--- config.mk ---
export PLATFORM = sky130hd
export DESIGN_NAME = rf_writeback_queue
export DESIGN_NICKNAME = d
export VERILOG_FILES = /design/src/rtl/rf_writeback_queue.sv
export SDC_FILE = /design/constraint.sdc
export NUM_CORES = 1
export LEC_CHECK = 0
export ABC_AREA = 1
export CAP_MARGIN = 20
export CORE_MARGIN = 4
export CORE_UTILIZATION = 45
export DETAILED_ROUTE_END_ITERATION = 6
export MAX_ROUTING_LAYER = met4
export PLACE_DENSITY_LB_ADDON = 0.12
export SETUP_SLACK_MARGIN = 0.05
export SLEW_MARGIN = 20
export SYNTH_ARGS = -nofsm -noshare
export SYNTH_HDL_FRONTEND = slang
export SYNTH_SLANG_ARGS = --single-unit
--- constraint.sdc ---
create_clock -name clock -period 5.04 [get_ports clock]
set_clock_uncertainty 0.1 [all_clocks]
set_input_delay 0.504 -clock clock [delete_from_list [all_inputs] [get_ports clock]]
set_output_delay 0.504 -clock clock [all_outputs]
set_load 0.02 [all_outputs]
--- src/rtl/rf_writeback_queue.sv ---
// In-order writeback FIFO feeding the 64-bit register-file write port.
// Accepts at most one result per clock, drains at most one write per clock, and forwards pending values.
module rf_writeback_queue #(
  parameter int DATA_W   = 64,
  parameter int ADDR_W   = 6,
  parameter int NUM_REGS = 32,
  parameter int DEPTH    = 4
) (
  input  logic                       clock,
  input  logic                       reset_n,
  input  logic                       in_valid,
  output logic                       in_ready,
  input  logic [ADDR_W-1:0]          in_reg,
  input  logic [DATA_W-1:0]          in_data,
  output logic                       wr_en,
  output logic [ADDR_W-1:0]          wr_reg,
  output logic [DATA_W-1:0]          wr_data,
  input  logic [ADDR_W-1:0]          fwd_reg,
  output logic                       fwd_hit,
  output logic [DATA_W-1:0]          fwd_data,
  output logic [$clog2(DEPTH):0]     count,
  output logic                       err_illegal
);

  localparam int PTR_W = $clog2(DEPTH);
  localparam int CNT_W = PTR_W + 1;
  localparam logic [CNT_W-1:0]  DEPTH_C    = CNT_W'(DEPTH);
  localparam logic [ADDR_W:0]   NUM_REGS_C = (ADDR_W+1)'(NUM_REGS);

  logic [ADDR_W-1:0] mem_reg  [DEPTH];
  logic [DATA_W-1:0] mem_data [DEPTH];
  logic [PTR_W-1:0]  rd_ptr;
  logic [PTR_W-1:0]  wr_ptr;

  logic push;
  logic legal;
  logic store;
  logic pop;

  assign in_ready = (count != DEPTH_C);
  assign push     = in_valid && in_ready;
  assign legal    = ({1'b0, in_reg} < NUM_REGS_C);
  assign store    = push && legal;
  assign pop      = (count != '0);

  // Entry storage is intentionally left out of reset; validity comes from the pointers.
  always_ff @(posedge clock) begin
    if (store) begin
      mem_reg[wr_ptr]  <= in_reg;
      mem_data[wr_ptr] <= in_data;
    end
  end

  always_ff @(posedge clock or negedge reset_n) begin
    if (!reset_n) begin
      rd_ptr      <= '0;
      wr_ptr      <= '0;
      count       <= '0;
      wr_en       <= 1'b0;
      wr_reg      <= '0;
      wr_data     <= '0;
      err_illegal <= 1'b0;
    end else begin
      wr_en <= pop;
      if (pop) begin
        wr_reg  <= mem_reg[rd_ptr];
        wr_data <= mem_data[rd_ptr];
        rd_ptr  <= rd_ptr + PTR_W'(1);
      end
      if (store) begin
        wr_ptr <= wr_ptr + PTR_W'(1);
      end
      if (push && !legal) begin
        err_illegal <= 1'b1;
      end
      case ({store, pop})
        2'b10:   count <= count + CNT_W'(1);
        2'b01:   count <= count - CNT_W'(1);
        default: count <= count;
      endcase
    end
  end

  // Scan oldest to youngest (wr stage first, then FIFO head to tail) so the last match wins.
  always_comb begin
    logic [PTR_W-1:0] idx;
    fwd_hit  = 1'b0;
    fwd_data = '0;
    idx      = '0;
    if (wr_en && (wr_reg == fwd_reg)) begin
      fwd_hit  = 1'b1;
      fwd_data = wr_data;
    end
    for (int i = 0; i < DEPTH; i++) begin
      idx = rd_ptr + PTR_W'(i);
      if ((CNT_W'(i) < count) && (mem_reg[idx] == fwd_reg)) begin
        fwd_hit  = 1'b1;
        fwd_data = mem_data[idx];
      end
    end
  end

endmodule

# --- After elaboration in Yosys (flattened, before gate mapping) ---
# Memory sizes are Yosys's and may differ from the RTL's.
# Cells that the tools add are included.
word_totals:
  ramBits: 280
  inputBits: 79
  ff_bits: 79
  out_inout_bits: 141
  mem_count: 2
classes:
  addsub: 6
  reduce_logical: 11
  muxes: 13
  order_cmp: 5
  n_eq_ne: 8
memory_table:
  columns: ["name", "words", "width", "read_ports", "rd_clocked_by_memory_dff", "wr", "line_no", "rtl"]
  rows:
  - ["mem_data", 4, 64, 4, 0, 1, "31", "logic [DATA_W-1:0] mem_data [DEPTH];"]
  - ["mem_reg", 4, 6, 4, 0, 1, "30", "logic [ADDR_W-1:0] mem_reg [DEPTH];"]
op_table:
  columns: ["cell", "n"]
  rows:
  - ["2-to-1 mux 64 bit", 5]
  - ["equality test 6 bit", 5]
  - ["logical AND 1 bit", 8]
  - ["2-to-1 mux 1 bit", 7]
  - ["less-than comparator 1 x 3 -> 1 bit (first input constant)", 2]
  - ["less-than comparator 2 x 3 -> 1 bit (first input constant)", 2]
  - ["less-than comparator 6 bit (second input constant)", 1]
  - ["case mux 3 bit (2 select lines)", 1]
  - ["adder 2 x 1 -> 2 bit (second input constant)", 2]
  - ["adder 2 bit (second input constant)", 2]
  - ["adder 3 x 1 -> 3 bit (second input constant)", 1]
  - ["inequality test 3 bit (second input constant)", 1]
  - ["nonzero test 3 bit", 1]
  - ["subtractor 3 x 1 -> 3 bit (second input constant)", 1]
  - ["equality test 2 x 1 -> 1 bit (second input constant)", 1]
  - ["equality test 2 bit (second input constant)", 1]
  - ["nonzero test 2 bit", 1]
  - ["zero test 1 bit", 1]

# --- Depth between registers and ports, before layout ---
depth:
  depth_word: 7
  ltp_mapped: 18
  mapped_depth_nobuf: 15

# --- Least setup slack after synthesis ---
# Ideal clock, no wire load.
synth_timing:
  path_type: "reg2reg"
  from: "reg count[0]"
  to: "mem mem_data[0][0] (enable)"
  stages_incl_launch_ff: 6
  synth_period_minus_slack_ns: 4.893
  t_arrival_ns: 4.294
  setup_ns: 0.499
  setup_slack_ns: 0.147
  t_required_ns: 4.441
  path_cell_list: "dfrtp_1 -> inv_1 -> ha_1 -> nand2_1 -> nand3b_1 -> nor2_1"
synth_between:
  elab_chain_cells: 5
synth_rtl:
  columns: ["item", "line_no", "rtl"]
  rows:
  - ["start: declaration", "21", "output logic [$clog2(DEPTH):0] count,"]
  - ["start signal: assignment", "77", "2'b10: count <= count + CNT_W'(1);"]
  - ["start signal: assignment", "78", "2'b01: count <= count - CNT_W'(1);"]
  - ["start signal: assignment", "79", "default: count <= count;"]
  - ["inequality test 3 bit", "40", "assign in_ready = (count != DEPTH_C);"]
  - ["named net in_ready", "12", "output logic in_ready,"]
  - ["logical AND 1 bit", "41", "assign push = in_valid && in_ready;"]
  - ["logical AND 1 bit", "43", "assign store = push && legal;"]
  - ["2-to-1 mux 1 bit", "48", "if (store) begin"]
  - ["2-to-1 mux 1 bit (implied by the code)", "50", "mem_data[wr_ptr] <= in_data;"]
  - ["end: declaration", "31", null]
# The timed path passes the listed nets, and every way through them passes these cells.

# --- Worst setup path after layout ---
layout_timing:
  from: "reg rd_ptr[1]"
  to: "out fwd_data[0]"
layout_between:
  elab_chain_cells: 7
  elab_cells_between_ends: 17
  cone_classes: "add/sub (3); eq/ne (4); mux (4); reduce/logical (4); memory (2)"
layout_rtl:
  columns: ["item", "line_no", "rtl"]
  rows:
  - ["start: declaration", "32", "logic [PTR_W-1:0] rd_ptr;"]
  - ["start signal: assignment", "68", "rd_ptr <= rd_ptr + PTR_W'(1);"]
  - ["adder 2 x 1 -> 2 bit / memory read (4 x 6 bit) (equally long branches)", null, null]
  - ["memory read (4 x 6 bit) / equality test 6 bit (equally long branches)", null, null]
  - ["equality test 6 bit / logical AND 1 bit (equally long branches)", "96", "if ((CNT_W'(i) < count) && (mem_reg[idx] == fwd_reg)) begin"]
  - ["logical AND 1 bit / 2-to-1 mux 64 bit (equally long branches)", "96", null]
  - ["2-to-1 mux 64 bit (2 in a row)", "96", null]
  - ["2-to-1 mux 64 bit *", "96", null]
  - ["end: declaration", "20", "output logic [DATA_W-1:0] fwd_data,"]
# Every way passes the cells marked *; elsewhere a longest branch is shown, timed or not.

==> metrics <==
outcome finished, final reports clean; final hold viol count 0; Initial DRC Count around 1900; H-tree depth 2; RSZ-0062 raised after global routing false; GRT Total Usage 0.2605; Crit path top cell by count nand2_1; critical path class reg2out; crit-path cells inv_6 -> nand2_1 -> nand2_4 -> nand2_1 -> nand2_1 -> nand2_1 -> inv_1 -> nor2_1 -> nand2_1 -> inv_1 -> nand2_2 -> buf_12 -> nand3_1 -> nand2_1 -> nand2_1 -> nand2_1 -> clkdlybuf4s50_1; grt ovf 0; Max Slew Vio Count 0; worst hold stages 1; post-synth top area share 0.3840; Syn-to-layout area delta 18.33%; clk slew on worst S/H paths 0.06 ns; r2r endpoint mem_data[0][25]; Post-synth EDFFs 280; die area 52250 um^2; share of cells above drive strength 1 0.04469; CORE AREA approximately 48000 um^2; CTS buffer count 42; Post-Layout Inst Area 25910 um^2; Area contributors post-synth edfxtp_1 (38%), nand2_1 (23%), o21ai_0 (11%); Initial Util 0.4567; post-synthesis cell count 3026; P_leak 11.37 nW; worst relative slew slack 0.1803; power density over the cells 637.8 nW/um^2; Final Net Count 3209; DR WL/cell ~18 um; worst slew pin tran ~1.2 ns; Mapped Area roughly 22000 um^2; setup TNS 0 ns; DR vias/cell approximately 5.5; register area share after synthesis 0.4743; post-route ant nets 0; HPWL Detailed between 40000 and 50000 um; Top FF cell, synth edfxtp_1; TritonCTS clock tree yes; min Tclk post-route 4.650 ns; worst hold-check path type reg2reg; CP max FO 65; Largest register FFs 256; Crit. Startpoint rd_ptr[1]; library cells used by synthesis 30; R2R depth 7; post-synthesis async set-or-reset flop share 0.2201; Post-Place Cell Area 24430 um^2; Worst EP arrival 4.05 ns; Fin Hold WS ~0.37 ns; TritonCTS Sinks between 300 and 400; DRT Wirelength roughly 69000 um; IO Pins 220; later-pin clock latency in the skew report 0.57 ns; # setup viols final 0; vias in the first global route 18970; Worst R2R Start count[0]; FP Rows 80; antenna violations before repair 5; r2r setup slk 2.29 ns; Crit path largest cell delay 0.63 ns; Mean Syn Cell Area slightly above 7 um^2; GPL Wtd Cong 0.9092; Critical Path Sink Type output port; largest net degree at the start of global routing roughly 280; Ys Warns 0; maxcap violations 0; Critical Path RT 4.44 ns; Final Cycle Share 0.9226; clock buffer depth 3; Die H 228.6 um; Synth Net Count 3114; fmax 215.0 MHz; Synth area leader edfxtp_1; via count 20630; first-pass GRT wire length 105600 um; drt first pass iters 6; post-route DRC violation count 0; # port buffers between 200 and 250; Root Driver clkbuf_16; die width about 230 um; synthesized flop and latch total 359; Setup crit end fwd_data[0]; Max VDD drop 522.9 uV; crit start category flop; Worst path slowest cell clkdlybuf4s50_1
cell type report:
type / count / area (um^2)
Antenna cell: 5 / 12.51
Multi-Input combinational cell: 2212 / 9706
Clock inverter: 23 / 239.0
Clock buffer: 55 / 1140
Sequential cell: 359 / 10390
Fill cell: 4486 / 22040
Inverter: 234 / 888.4
Tap cell: 615 / 769.5
Timing Repair Buffer: 272 / 2765
critical path, delay by kind of cell, from the launching register on:
kind / cells / cell delay (ns)
flip-flops: 1 / 0.62
buffers and inverters: 5 / 1.44
AND/OR/NAND/NOR: 12 / 1.38
synthesized netlist by cell type (2+ instances only):
library cell,count
nand2_1,1322
o21ai_0,464
edfxtp_1,280
inv_1,232
nand3_1,176
a21oi_1,132
buf_2,95
clkbuf_1,94
dfrtp_1,79
nand4_1,64
nor2_1,20
buf_1,19
ha_1,9
xor2_1,8
buf_4,7
buf_6,7
o21ai_1,3
nand2_2,2
xnor2_1,2
how the worst min path moves through the flow:
stage	to	slack, ns	from
finish	err_illegal	0.37	err_illegal
CTS	err_illegal	0.37	err_illegal
floorplan	count[0]	0.11	reset_n
global route	err_illegal	0.42	err_illegal
detailed placement	err_illegal	0.36	err_illegal
global placement	err_illegal	0.35	err_illegal
metrics by stage:
stage / cells / power, mW / setup WS [ns] / util
after floorplan: 3026 / 10.23 / 0.1474 / -
after global placement: 3683 / 13.19 / 0.8872 / 0.5096
after detailed placement: 3683 / 13.35 / 0.8599 / 0.5096
after CTS: 3762 / 16.47 / 0.2224 / 0.5385
after global routing: 3775 / 17.79 / 0.1152 / 0.5404
final: 3775 / 16.53 / 0.3899 / 0.5404
power breakdown:
group | leakage [nW] | switching [mW] | internal, mW
logic | 7.25 | 6.28 | 2.88
registers | 3.45 | 0.489 | 3.81
clock network | 0.668 | 1.27 | 1.81
cell usage in the layout, fill, tap and decap left out, types with 10 or more instances in the layout:
cell type	synthesis	final
a21oi_1	132	132
clkbuf_16	0	42
nand2_1	1322	1321
o21ai_0	464	464
inv_1	232	231
nor2_4	1	10
nor2_1	20	12
nand3_1	176	175
edfxtp_1	280	280
buf_12	0	14
clkdlybuf4s50_1	0	218
nand4_1	64	64
dfrtp_1	79	78
buf_4	7	39
layer usage:
layer,track usage,share of wire,wire (um)
met5,-,0,0
met4,0.09242,0.029,2014
met3,0.04487,0.077,5302
met2,0.4193,0.47,32100
met1,0.3339,0.43,29460
cell families (layout without fill, tap and decap cells):
group,count (synthesis),after routing,synth area share
flops,359,359,0.4743
buf+inv,456,584,0.08732
fa+ha+maj,9,9,0.005143
other cells,0,5,0
compound gates,602,602,0.1379
xor+xnor,10,10,0.004000
simple gates,1590,1591,0.2913
timing repair:
action	4_1_cts	5_1_grt
setup endpoints to repair	0	4
setup buffers	0	7
resized for setup	0	0
hold buffers	1	0
endpoints found under the hold margin	38	0
Note: power is estimated with default switching activity, not from simulation.
